### config.mk
export PLATFORM = sky130hd
export DESIGN_NAME = eth_tx_arb
export DESIGN_NICKNAME = d
export VERILOG_FILES = /design/src/rtl/eth_tx_arb.sv
export SDC_FILE = /design/constraint.sdc
export NUM_CORES = 1
export LEC_CHECK = 0
export CELL_PAD_IN_SITES_DETAIL_PLACEMENT = 1
export CELL_PAD_IN_SITES_GLOBAL_PLACEMENT = 1
export CORE_ASPECT_RATIO = 0.75
export CORE_MARGIN = 2
export CORE_UTILIZATION = 27
export CTS_CLUSTER_DIAMETER = 120
export CTS_CLUSTER_SIZE = 10
export DETAILED_ROUTE_END_ITERATION = 6
export GPL_TIMING_DRIVEN = 0
export PLACE_DENSITY = 0.95
export SYNTH_ARGS = -nofsm -noshare
export SYNTH_HDL_FRONTEND = slang
export SYNTH_SLANG_ARGS = --single-unit
### constraint.sdc
create_clock -name clk156 -period 3.8 [get_ports clk156]
set_input_delay 0.57 -clock clk156 [delete_from_list [all_inputs] [get_ports clk156]]
set_output_delay 0.57 -clock clk156 [all_outputs]
set_load 0.005 [all_outputs]
### src/rtl/eth_tx_arb.sv
// Two-port frame-granular arbiter in front of a 10G MAC TX stream.
// A grant holds from the first beat until the tlast handshake; ties alternate between ports.
module eth_tx_arb #(
  parameter int unsigned CNT_WIDTH = 32
) (
  input  logic                 clk156,
  input  logic                 sys_rst,

  input  logic                 s0_tvalid,
  input  logic [63:0]          s0_tdata,
  input  logic [7:0]           s0_tkeep,
  input  logic                 s0_tlast,
  input  logic                 s0_tuser,
  output logic                 s0_tready,

  input  logic                 s1_tvalid,
  input  logic [63:0]          s1_tdata,
  input  logic [7:0]           s1_tkeep,
  input  logic                 s1_tlast,
  input  logic                 s1_tuser,
  output logic                 s1_tready,

  output logic                 eth_tx_tvalid,
  output logic [63:0]          eth_tx_tdata,
  output logic [7:0]           eth_tx_tkeep,
  output logic                 eth_tx_tlast,
  output logic                 eth_tx_tuser,
  input  logic                 eth_tx_tready,

  output logic                 busy,
  output logic [CNT_WIDTH-1:0] frame_cnt0,
  output logic [CNT_WIDTH-1:0] frame_cnt1,
  output logic [1:0]           underrun
);

  typedef enum logic [1:0] {
    StIdle,
    StSend0,
    StSend1
  } state_e;

  state_e               state_q, state_d;
  logic                 last_served_q, last_served_d;
  logic [CNT_WIDTH-1:0] frame_cnt0_q, frame_cnt0_d;
  logic [CNT_WIDTH-1:0] frame_cnt1_q, frame_cnt1_d;
  logic [1:0]           underrun_q, underrun_d;
  logic                 first_beat_q, first_beat_d;
  logic                 accept;

  // Output mux: the granted port is passed straight through, everything else is zero.
  always_comb begin
    eth_tx_tvalid = 1'b0;
    eth_tx_tdata  = '0;
    eth_tx_tkeep  = '0;
    eth_tx_tlast  = 1'b0;
    eth_tx_tuser  = 1'b0;
    s0_tready     = 1'b0;
    s1_tready     = 1'b0;
    case (state_q)
      StSend0: begin
        eth_tx_tvalid = s0_tvalid;
        eth_tx_tdata  = s0_tdata;
        eth_tx_tkeep  = s0_tkeep;
        eth_tx_tlast  = s0_tlast;
        eth_tx_tuser  = s0_tuser;
        s0_tready     = eth_tx_tready;
      end
      StSend1: begin
        eth_tx_tvalid = s1_tvalid;
        eth_tx_tdata  = s1_tdata;
        eth_tx_tkeep  = s1_tkeep;
        eth_tx_tlast  = s1_tlast;
        eth_tx_tuser  = s1_tuser;
        s1_tready     = eth_tx_tready;
      end
      default: ;
    endcase
  end

  assign accept = eth_tx_tvalid & eth_tx_tready;

  always_comb begin
    state_d       = state_q;
    last_served_d = last_served_q;
    frame_cnt0_d  = frame_cnt0_q;
    frame_cnt1_d  = frame_cnt1_q;
    underrun_d    = underrun_q;
    first_beat_d  = first_beat_q;
    case (state_q)
      StIdle: begin
        // On a tie the port that did not send the previous frame wins.
        if (s0_tvalid && s1_tvalid) begin
          state_d = last_served_q ? StSend0 : StSend1;
        end else if (s0_tvalid) begin
          state_d = StSend0;
        end else if (s1_tvalid) begin
          state_d = StSend1;
        end
        if (s0_tvalid || s1_tvalid) begin
          first_beat_d = 1'b1;
        end
      end
      StSend0: begin
        if (!first_beat_q && !s0_tvalid) begin
          underrun_d[0] = 1'b1;
        end
        if (accept) begin
          first_beat_d = 1'b0;
          if (s0_tlast) begin
            state_d       = StIdle;
            last_served_d = 1'b0;
            frame_cnt0_d  = frame_cnt0_q + CNT_WIDTH'(1);
          end
        end
      end
      StSend1: begin
        if (!first_beat_q && !s1_tvalid) begin
          underrun_d[1] = 1'b1;
        end
        if (accept) begin
          first_beat_d = 1'b0;
          if (s1_tlast) begin
            state_d       = StIdle;
            last_served_d = 1'b1;
            frame_cnt1_d  = frame_cnt1_q + CNT_WIDTH'(1);
          end
        end
      end
      default: state_d = StIdle;
    endcase
  end

  always_ff @(posedge clk156) begin
    if (sys_rst) begin
      state_q       <= StIdle;
      last_served_q <= 1'b1;
      frame_cnt0_q  <= '0;
      frame_cnt1_q  <= '0;
      underrun_q    <= 2'b00;
      first_beat_q  <= 1'b0;
    end else begin
      state_q       <= state_d;
      last_served_q <= last_served_d;
      frame_cnt0_q  <= frame_cnt0_d;
      frame_cnt1_q  <= frame_cnt1_d;
      underrun_q    <= underrun_d;
      first_beat_q  <= first_beat_d;
    end
  end

  assign busy       = (state_q == StSend0) || (state_q == StSend1);
  assign frame_cnt0 = frame_cnt0_q;
  assign frame_cnt1 = frame_cnt1_q;
  assign underrun   = underrun_q;

endmodule

==> summary.txt, run 1 <==
Yosys
  – Mapped Cells: 615
  – Area contributors post-synth: dfxtp_1 (29%), a22oi_1 (12%), nor2b_1 (12%)
  – Yosys warning total: 0
  – Yosys cell types: 39
  – Register area share after synthesis: 29.3%
  – Largest area contributor in the netlist: dfxtp_1
  – Mapped Nets: 774
  – Synth async-reset ratio: 0%
  – Mapped Avg Cell Area: 7.77 µm²
  – Synthesized area: 4780 µm²
  – Number of synthesized flops with an enable pin: 0
  – Post-synth top flop: dfxtp_1
  – Top-count cell post-synth: nor2b_1
  – Yosys reg bits: 70
  – Synth cell count leaders: nor2b_1 (88), a22oi_1 (74), dfxtp_1 (70), a21oi_1 (40)
  – Synth top area share: 29.3%

Final layout
  – Diode count: 0
  – Layout cells sized above 1: 4.32%
  – Final cell count without fillers: 1,168
  – Fin area: 8330 µm²
  – Layout net count: 1,080
  – Area Overhead vs Synth: 74.3%

Drt
  – Routed vias: 6,294
  – DR iter-0 viols: 386
  – Detailed-route wire length: 23,800 µm
  – Post-DRT Antenna Nets: 0
  – Drt first pass iters: 5
  – Avg WL per Cell: 20.4 µm
  – Average via count per standard cell: 5.39
  – DRC viols: 0

Timing
  – Tmin final: 3.55 ns
  – Final hold violation count: 0
  – Setup_tns: 0 ns
  – Rel. slew slack: 52.5%
  – Worst-Margin Slew: 0.712 ns
  – Final Max Slew Viols: 0
  – Tcrit/Tclk final: 93.5%
  – RSZ-0062 raised after global routing: false
  – Final setup violation count: 0
  – Clock Skews: 0.00674 ns
  – Peak Freq: 281 MHz

Setup path
  – CP max-delay cell: clkdlybuf4s50_1
  – Req. time, crit path: 3.23 ns
  – Crit path DAT: 2.98 ns
  – CP max FO: 10
  – Worst setup EP type: output port
  – Critical path, cell by cell: inv_1 > ha_1 > buf_2 > buf_1 > buf_1 > a22oi_1 > nor2b_1 > clkdlybuf4s50_1
  – Setup crit start kind: register
  – Kind of critical path: register to output port
  – Worst path max stage delay: 0.54 ns
  – Top cell by count, worst path: buf_1

Clocking
  – Clock Sinks: 70
  – Clock Tree Root: clkbuf_16
  – CTS tree: built
  – Clock Path Buffers: 2
  – H-Tree Depth: 3
  – Reg clk slew, reported paths: 0.06 ns
  – Post_cts resized: 0
  – Setup bufs post-CTS: 0
  – Worst-Skew Late Latency: 0.34 ns
  – CTS Buf Count: 9
  – CTS Hold Bufs: 0

Global route
  – Met2 global-route usage: 40.0%
  – Grt total ovfl: 0
  – Met3 Use GR: 7.39%
  – GR peak layer: met2
  – Initial antenna violation count: 1
  – Largest net degree at the start of global routing: 20
  – GR Layer Usage met1: 32.8%
  – First-pass GRT wire length: 36,200 µm
  – Number of global-route vias before repair: 6,431
  – GRT Total Usage: 24.9%

Die
  – Row Count: 42
  – Die ar.: 18,800 µm²
  – Placeable Area: 17,500 µm²
  – Ports: 297
  – Starting Density: 27.3%
  – Die H: 119 µm
  – DIE WIDTH: 158 µm

Hold path
  – HP Class: register to register

Placement
  – RD Place Congestion: 0.814
  – # port buffers: 296
  – Hpwl dp: 19,000 µm
  – Area after DPL: 8050 µm²
  – Dpl cells: 1,153

Status
  – Status: finished clean

Power and ir drop
  – P_leak: 2.53 nW
  – Power Density: 409 nW/µm²
  – Peak supply drop: 182 µV

Flow run
  – Max-cap violations: 0
## critical path: cells and delay by family, from the launching register on
family	cells	cell delay [ns]
buffers and inverters	5	1.73
DFF	1	0.33
and+or+nand+nor	1	0.23
adders and majority gates	1	0.19
AOI/OAI and AO/OA	1	0.17
## metrics by stage
stage	hold WS [ns]	utilization, %	setup WS (ns)	total power, mW
floorplan	0.438	-	1.42	1.70
global placement	0.458	46.0	0.410	2.54
detailed placement	0.462	46.0	0.403	2.58
CTS	0.473	47.6	0.216	3.42
global route	0.497	47.6	0.0222	3.60
finish	0.479	47.6	0.247	3.41
## path summary, 6_finish.rpt
kind	startpoint	to	slack [ns]	cells past startpoint
min	underrun[0]	underrun[0]	0.48	2
max	state_q[0]	eth_tx_tdata[31]	0.25	8
min reg2reg	underrun[0]	underrun[0]	0.48	2
max reg2reg	state_q[1]	frame_cnt1[11]	0.62	8
## power by group
part / total (mW) / leakage, nW / switching, mW / internal, mW
registers: 0.768 / 0.564 / 0.0154 / 0.753
clock network: 0.843 / 0.146 / 0.336 / 0.507
logic: 1.80 / 1.82 / 0.913 / 0.882
total: 3.41 / 2.53 / 1.26 / 2.14
## layout make-up
| class | count | area [µm²] |
|---|---|---|
| Tap cell | 242 | 303 |
| Clock inverter | 6 | 62.6 |
| Inverter | 17 | 63.8 |
| Fill cell | 2090 | 9170 |
| Timing Repair Buffer | 296 | 2960 |
| Buffer | 49 | 201 |
| Sequential cell | 70 | 1400 |
| Clock buffer | 10 | 229 |
| Multi-Input combinational cell | 478 | 3110 |
## cell families after synthesis
family / synth area share, %
AOI/OAI and AO/OA: 22.8
buffers and inverters: 5.63
adders and majority gates: 1.57
xor gates and xnor gates: 2.02
muxes: 3.53
DFF: 29.3
and+or+nand+nor: 35.1
## routing by layer
metal	wire [µm]	share of wire (%)
met3	1670	7.0
met4	397	1.7
met2	11200	47
met5	13	0.055
met1	10500	44
## cell usage in the layout, fill, tap and decap left out, drive strengths merged, types with 13 or more instances in the layout
cell,count
nand2,27
or4,33
or3,13
buf,17
inv,17
nor4,15
nor2b,88
nand4,23
nand3,21
mux2,15
clkdlybuf4s50,296
o31ai,28
clkbuf,42
dfxtp,70
a22oi,74
a21oi,40
nor2,32
## registers in the layout (all words and copies together), names as in the netlist
| register | count |
|---|---|
| last_served_q | 1 |
| frame_cnt0 | 32 |
| state_q | 2 |
| frame_cnt1 | 32 |
| underrun | 2 |
| first_beat_q | 1 |
No activity file was read; power rests on OpenSTA's default activity.
==> inputs of run 2 (changes only) <==
--- a/config.mk
+++ b/config.mk
@@ -8,7 +8,7 @@
 export CELL_PAD_IN_SITES_DETAIL_PLACEMENT = 1
 export CELL_PAD_IN_SITES_GLOBAL_PLACEMENT = 1
 export CORE_ASPECT_RATIO = 0.75
-export CORE_MARGIN = 2
+export CORE_MARGIN = 4
 export CORE_UTILIZATION = 27
 export CTS_CLUSTER_DIAMETER = 120
 export CTS_CLUSTER_SIZE = 10
==> summary.txt, run 2 (synthesis results as in run 1) <==
Status
  – Status: finished clean

Timing
  – Final Max Slew Viols: 0
  – Rel. slew slack: 57.5%
  – Peak Freq: 285 MHz
  – Worst-Margin Slew: 0.637 ns
  – Final setup violation count: 0
  – Final hold violation count: 0
  – Setup_tns: 0 ns
  – Hold WS: 0.474 ns
  – Clock Skews: 0.00846 ns
  – RSZ-0062 raised after global routing: false
  – Tcrit/Tclk final: 92.3%
  – Tmin final: 3.51 ns

Hold path
  – Hold Startpoint: first_beat_q
  – WHS Path Cells: 2
  – HP Class: register to register
  – Hold Path Sink: first_beat_q

Setup path
  – Kind of critical path: register to output port
  – Worst R2R Setup Slack: 0.84 ns
  – CP max FO: 10
  – Req. time, crit path: 3.23 ns
  – RR Endpoint: frame_cnt1[11]
  – Crit path DAT: 2.94 ns
  – Critical R2R Launch: state_q[0]
  – Reg2Reg Depth: 8
  – Setup crit start kind: register
  – Worst setup EP type: output port

Placement
  – RD Place Congestion: 0.829
  – # port buffers: 296
  – Hpwl dp: 20,100 µm
  – Area after DPL: 8040 µm²

Die
  – Die ar.: 19,900 µm²
  – Starting Density: 28.0%
  – DIE WIDTH: 162 µm
  – Placeable Area: 17,100 µm²
  – Ports: 297
  – Die H: 123 µm
  – Row Count: 41

Clocking
  – Clock Tree Root: clkbuf_16
  – Clock Sinks: 70
  – CTS tree: built
  – Worst-Skew Late Latency: 0.35 ns
  – H-Tree Depth: 3
  – CTS Buf Count: 9
  – Clock Path Buffers: 2
  – CTS Hold Bufs: 0
  – Post_cts resized: 0
  – Reg clk slew, reported paths: 0.06 ns
  – Setup bufs post-CTS: 0

Global route
  – Grt total ovfl: 0
  – Initial antenna violation count: 0
  – Number of global-route vias before repair: 6,410
  – First-pass GRT wire length: 37,100 µm
  – GRT Total Usage: 23.8%
  – Largest net degree at the start of global routing: 12

Flow run
  – Max-cap violations: 0

Drt
  – Routed vias: 6,262
  – Avg WL per Cell: 21.7 µm
  – Post-DRT Antenna Nets: 0
  – DR iter-0 viols: 356
  – DRC viols: 0
  – Detailed-route wire length: 25,100 µm
  – Average via count per standard cell: 5.39
  – Drt first pass iters: 7

Power and ir drop
  – P_leak: 2.53 nW
  – Power Density: 413 nW/µm²
  – Peak supply drop: 189 µV

Final layout
  – Layout cells sized above 1: 4.22%
  – Layout net count: 1,080
  – FILL cells: 2,050
  – Most frequent cells in the layout: clkdlybuf4s50_1 (296), nor2b_1 (88), a22oi_1 (74), dfxtp_1 (70), a21oi_1 (40)
  – Diode count: 0
  – Area Overhead vs Synth: 74.4%
  – Fin area: 8330 µm²
  – Most common cell after layout, fill and taps aside: clkdlybuf4s50_1
run 2: metrics by stage:
stage / setup WS [ns] / utilization (%) / instances / total power [mW]
after floorplan: 1.42 / - / 615 / 1.70
after global placement: 0.564 / 47.1 / 1147 / 2.53
after detailed placement: 0.497 / 47.1 / 1147 / 2.58
after CTS: 0.126 / 48.8 / 1162 / 3.46
after global routing: 0.107 / 48.8 / 1161 / 3.64
final: 0.293 / 48.8 / 1161 / 3.44
run 2: power breakdown:
| part | switching (mW) | internal (mW) | leakage [nW] |
|---|---|---|---|
| Sequential | 0.0148 | 0.753 | 0.564 |
| Combinational | 0.920 | 0.883 | 1.82 |
| Clock | 0.330 | 0.541 | 0.149 |
run 2: final cells by class:
class,instances,area (µm²),area share [%]
Clock inverter,3,43.8,0.525
Sequential cell,70,1400,16.8
Tap cell,236,295,3.54
Buffer,49,201,2.42
Clock buffer,12,256,3.08
Inverter,17,63.8,0.766
Multi-Input combinational cell,478,3110,37.3
Timing Repair Buffer,296,2960,35.6
run 2: critical path: stages (launching register included):
cell             delay [ns]
dfxtp_1                0.36
inv_1                  0.10
ha_1                   0.34
buf_2                  0.25
clkbuf_1               0.39
clkbuf_1               0.42
nor2b_1                0.20
clkdlybuf4s50_1        0.53
run 2: worst max path at each step:
| stage | startpoint | endpoint | slack, ns | cells past startpoint |
|---|---|---|---|---|
| 6_report | state_q[0] | eth_tx_tdata[25] | 0.29 | 7 |
| 5_1_grt | state_q[0] | eth_tx_tdata[21] | 0.11 | 7 |
| 4_1_cts | state_q[0] | eth_tx_tdata[6] | 0.13 | 8 |
| 3_5_place_dp | state_q[0] | eth_tx_tkeep[0] | 0.50 | 8 |
| 3_3_place_gp | state_q[0] | eth_tx_tdata[6] | 0.56 | 8 |
| 2_1_floorplan | state_q[0] | frame_cnt1[11] | 1.42 | 8 |
run 2: routing by layer:
layer	up-vias	wire, µm	track usage, %
met5	-	0	0
li1	2944	-	-
met3	45	1630	7.13
met2	204	12000	37.9
met1	3069	10800	31.3
met4	0	740	7.29
==> patch 1 (config.mk and constraints of run 1) <==
Change the parameter `CNT_WIDTH` from 32 to 64.
--- a/src/rtl/eth_tx_arb.sv
+++ b/src/rtl/eth_tx_arb.sv
@@ -2,5 +2,5 @@
 // A grant holds from the first beat until the tlast handshake; ties alternate between ports.
 module eth_tx_arb #(
-  parameter int unsigned CNT_WIDTH = 32
+  parameter int unsigned CNT_WIDTH = 64
 ) (
   input  logic                 clk156,
Interface: changed (resized frame_cnt0 and frame_cnt1); port bits go from 297 to 361. No check against the original RTL was run, so the function may have changed too.
==> patch 1 against run 1 <==
  * Die area rose by 58%
  * Area after synthesis increased by 60%
  * Power rose by 22%
  * Sequential cell count is 64 higher
  * Clock skew grew 0.0088 ns
  * Worst setup slack improved by 0.033 ns
  * Worst hold slack worse by 0.0056 ns
  * Sequential power grew 86%
  * Core utilization down 3.6 points
  * Clock power up 92%
  * Wire length increased by 56%
  * Design area increased by 47%
  * Critical path depth fell by 2
==> patch 1: results (changes against run 1) <==
synthesis:
  yosys-top-cells-area: "dfxtp_1 (35%), nor2_1 (8.0%), a22oi_1 (7.3%)"
  synth_compound_area_share_pct: 17.2  # -5.6 points
  avgSynthCellArea_um2: 7.80  # +0.41%
  synthAdderAreaFrac_pct: 0.982  # -0.59 points
  yosys-top-cells-count: "nor2_1 (162), dfxtp_1 (134), a22oi_1 (74)"
  syn-num-nets: 1139  # +47%
  ys_types: 50  # +28%
  synth-seq-area-share_pct: 35.1  # +5.8 points
  synth.area.mux_share_pct: 0.425  # -3.1 points
clock_network:
  clock_latency_ns: 0.43  # +0.09 ns
  cts.sinks: 134  # +91%
  cts_max_level: 4  # +1
global_route:
  grt_antenna_before_repair: 5  # +4
  grt_first_pass_wirelength_mm: 55.8  # +54%
  grt_pass1_vias: 9719  # +51%
  track_usage_pct: 24.3  # -0.54 points
sta:
  worst_hold_slack_ns: 0.473  # -0.00563 ns
  worstMarginPinSlew_ns: 0.861  # +0.149 ns
place:
  place_ws_ns: 0.268  # -0.135 ns
  io_buffers: 359  # +21%
  hpwl_mm: 28.5  # +50%
pwr:
  leakagePower_uw: 0.00375  # +48%
layout:
  signal_buffers: 415  # +20%
  inv_count: 18  # +1
  multi_input_area_um2: 4660  # +50%
  clock_buffers: 17  # +7
  seqAreaFraction_pct: 21.8  # +5.0 points
  diodes: 5  # +5
  clkCellAreaFrac_pct: 4.57  # +1.1 points
min_path:
  holdPathEnd: "underrun[1]$_SDFFE_PP0P_"
detailed_routing:
  vias: 9547  # +52%
  routedWlPerCell_um: 21.2  # +3.9%
  drt_iter0_drc: 571  # +48%
  drt-vias-per-instance: 5.43  # +0.72%
run_status:
  status: "finished clean"
critical_path:
  cpPeakStageDelay_ns: 0.57  # +0.03 ns
  timing.rr.end: "frame_cnt0[56]$_SDFFE_PP0P_"
  crit_end: "eth_tx_tuser"
  cp_max_fo: 13  # +3
patch 1: cell count changes after synthesis, moves of 26 or more:
cell and change:
nor2_1 +130, nor2b_1 -87, dfxtp_1 +64, nand3_1 +42, nand4_1 +31, xor2_1 +31, o21ai_0 +28, or3_1 +28
a21oi_1 +26
patch 1: layer usage:
layer,vias up,GRT usage (%),wire length (um)
met5,-,0,0
met4,0,8.12,813
met3,51,4.89,2210
met2,376,42.1,18500
met1,4730,30.3,15700
li1,4390,-,-
patch 1: worst reg2reg max path, delay by kind of cell (launching register included):
family | cells | cell delay (ns)
AOI/OAI and AO/OA | 1 | 0.15
adders and majority gates | 1 | 0.21
buffers and inverters | 2 | 0.49
DFF | 1 | 0.34
and+or+nand+nor | 4 | 1.98
patch 1: report_power, final:
group	switching, uW	internal (uW)	leakage [uW]	total, uW
registers	9.87	1420	0.00108	1430
logic	604	492	0.00240	1100
clock network	761	862	0.000262	1620
total	1370	2770	0.00375	4140
==> patch 2 (config.mk and constraints of run 1) <==
Made on the original files. Encoding of `state_e`: now one-hot (3 bits for 3 states).
--- a/src/rtl/eth_tx_arb.sv
+++ b/src/rtl/eth_tx_arb.sv
@@ -34,8 +34,8 @@
 );
 
-  typedef enum logic [1:0] {
-    StIdle,
-    StSend0,
-    StSend1
+  typedef enum logic [2:0] {
+    StIdle  = 3'b001,
+    StSend0 = 3'b010,
+    StSend1 = 3'b100
   } state_e;
 
Formal check against the unedited RTL: same outputs for any inputs over 4 cycles, from zero or initial values and one cycle with sys_rst high; so few cycles prove little.
==> patch 2 against run 1 <==
  * Design area decreased by 5.4%
  * Via count decreased by 7.5%
  * First-iteration DRC count decreased by 8.3%
  * Count of clock-buffer cells in the layout increased by 2
  * Maximum frequency increased by 0.20%
  * Non-clock buffer count decreased by 2
  * Wire length decreased by 1.3%
  * Area after synthesis decreased by 7.7%
  * Worst setup slack improved by 0.0072 ns
  * Register-to-register slack improved by 0.83 ns
  * Sequential cell count increased by 1
  * Critical path type unchanged
  * Largest cell class unchanged
  * Highest routed layer is now met4
Power is not compared: it rests on default switching activity, and its combinational part moved more than twofold at a synthesized area within 25%.
==> patch 2: results (changes against run 1) <==
place:
  place_inst: 1035  # -10%
  hpwl_mm: 18.7  # -1.9%
  io_buffers: 293  # -1.0%
  gp_congestion: 0.871  # +7.1%
synthesis:
  ys_types: 46  # +18%
  yosys-top-cells-area: "dfxtp_1 (32%), a22o_1 (15%), a21oi_1 (6.0%)"
  yosys-top-cells-count: "a22o_1 (74), dfxtp_1 (71), a21oi_1 (53)"
  avgSynthCellArea_um2: 8.29  # +6.7%
  synth-seq-area-share_pct: 32.2  # +2.9 points
detailed_routing:
  wl_met2_mm: 11.4  # +1.6%
  route.top_layer_used: "met4"
  drt_iter0_drc: 354  # -8.3%
  wl_mm: 23.5  # -1.3%
  vias: 5819  # -7.5%
  route.met3.wl_mm: 2.61  # +56%
  firstDrtPassIters: 5  # unchanged
  route.layer.met1.wl_mm: 9.22  # -12%
global_route:
  grt_max_degree: 12  # -40%
  met3_usage_pct: 12.9  # +5.5 points
  grt_pass1_vias: 6113  # -4.9%
  grt_first_pass_wirelength_mm: 35.1  # -3.0%
  track_usage_pct: 26.4  # +1.5 points
  met2_usage_pct: 43.8  # +3.8 points
  grt_util_met1_pct: 30.9  # -1.9 points
  grt_antenna_before_repair: 0  # -1
sta:
  finalClockSkew_ns: 0.00585  # -0.000895 ns
  worstMarginPinSlew_ns: 0.694  # -0.0184 ns
layout:
  fin_nets: 991  # -8.2%
  diodes: 0  # unchanged
  drive_gt1_share_pct: 4.28  # -0.039 points
run_status:
  status: "finished clean"
clock_network:
  numCtsBuffers: 9  # unchanged
-- patch 2: final timing paths --
kind                              startpoint                          end  slack [ns]  cells past startpoint
hold reg to reg   last_served_q$_SDFFE_PP1P_   last_served_q$_SDFFE_PP1P_        0.49                      2
setup reg to reg  frame_cnt1[0]$_SDFFE_PP0P_  frame_cnt1[28]$_SDFFE_PP0P_        1.45                      6
hold / removal    last_served_q$_SDFFE_PP1P_   last_served_q$_SDFFE_PP1P_        0.49                      2
setup / recovery     state_q[1]$_SDFFE_PP0P_             eth_tx_tdata[26]        0.25                      7
-- patch 2: cell type report --
| cell class | instances | area [um^2] |
|---|---|---|
| clock inverters | 4 | 20.0 |
| fillers | 1862 | 8130 |
| inverters | 8 | 31.3 |
| flip-flops and latches | 71 | 1420 |
| multi-input cells | 403 | 2750 |
| clock buffers | 12 | 256 |
| well taps | 210 | 263 |
| repair buffers | 293 | 2930 |
| plain buffers | 50 | 214 |
-- patch 2: kinds of logic after synthesis --
kind of cell	share of synthesized area, %
XOR/XNOR	1.59
buffers and inverters	5.50
adder cells (fa/ha/maj)	0.567
multiplexers	2.52
AND/OR/NAND/NOR	27.2
flip-flops	32.2
AO/OA/AOI/OAI	30.4
-- patch 2: critical path, delay by kind of cell (launching register included) --
family          cells  cell delay, ns
buf+inv             4            1.51
simple gates        2            0.54
compound gates      1            0.27
flops               1            0.31
-- patch 2: per-stage QoR --
stage / hold WS [ns] / worst slack (ns) / power, uW / area (um^2)
floorplan: 0.453 / 1.64 / 856 / 4410
global placement: 0.457 / 0.429 / 1100 / 7610
detailed placement: 0.475 / 0.435 / 1110 / 7610
CTS: 0.483 / 0.0615 / 1900 / 7880
global route: 0.508 / 0.0404 / 1950 / 7890
finish: 0.487 / 0.254 / 1890 / 7890
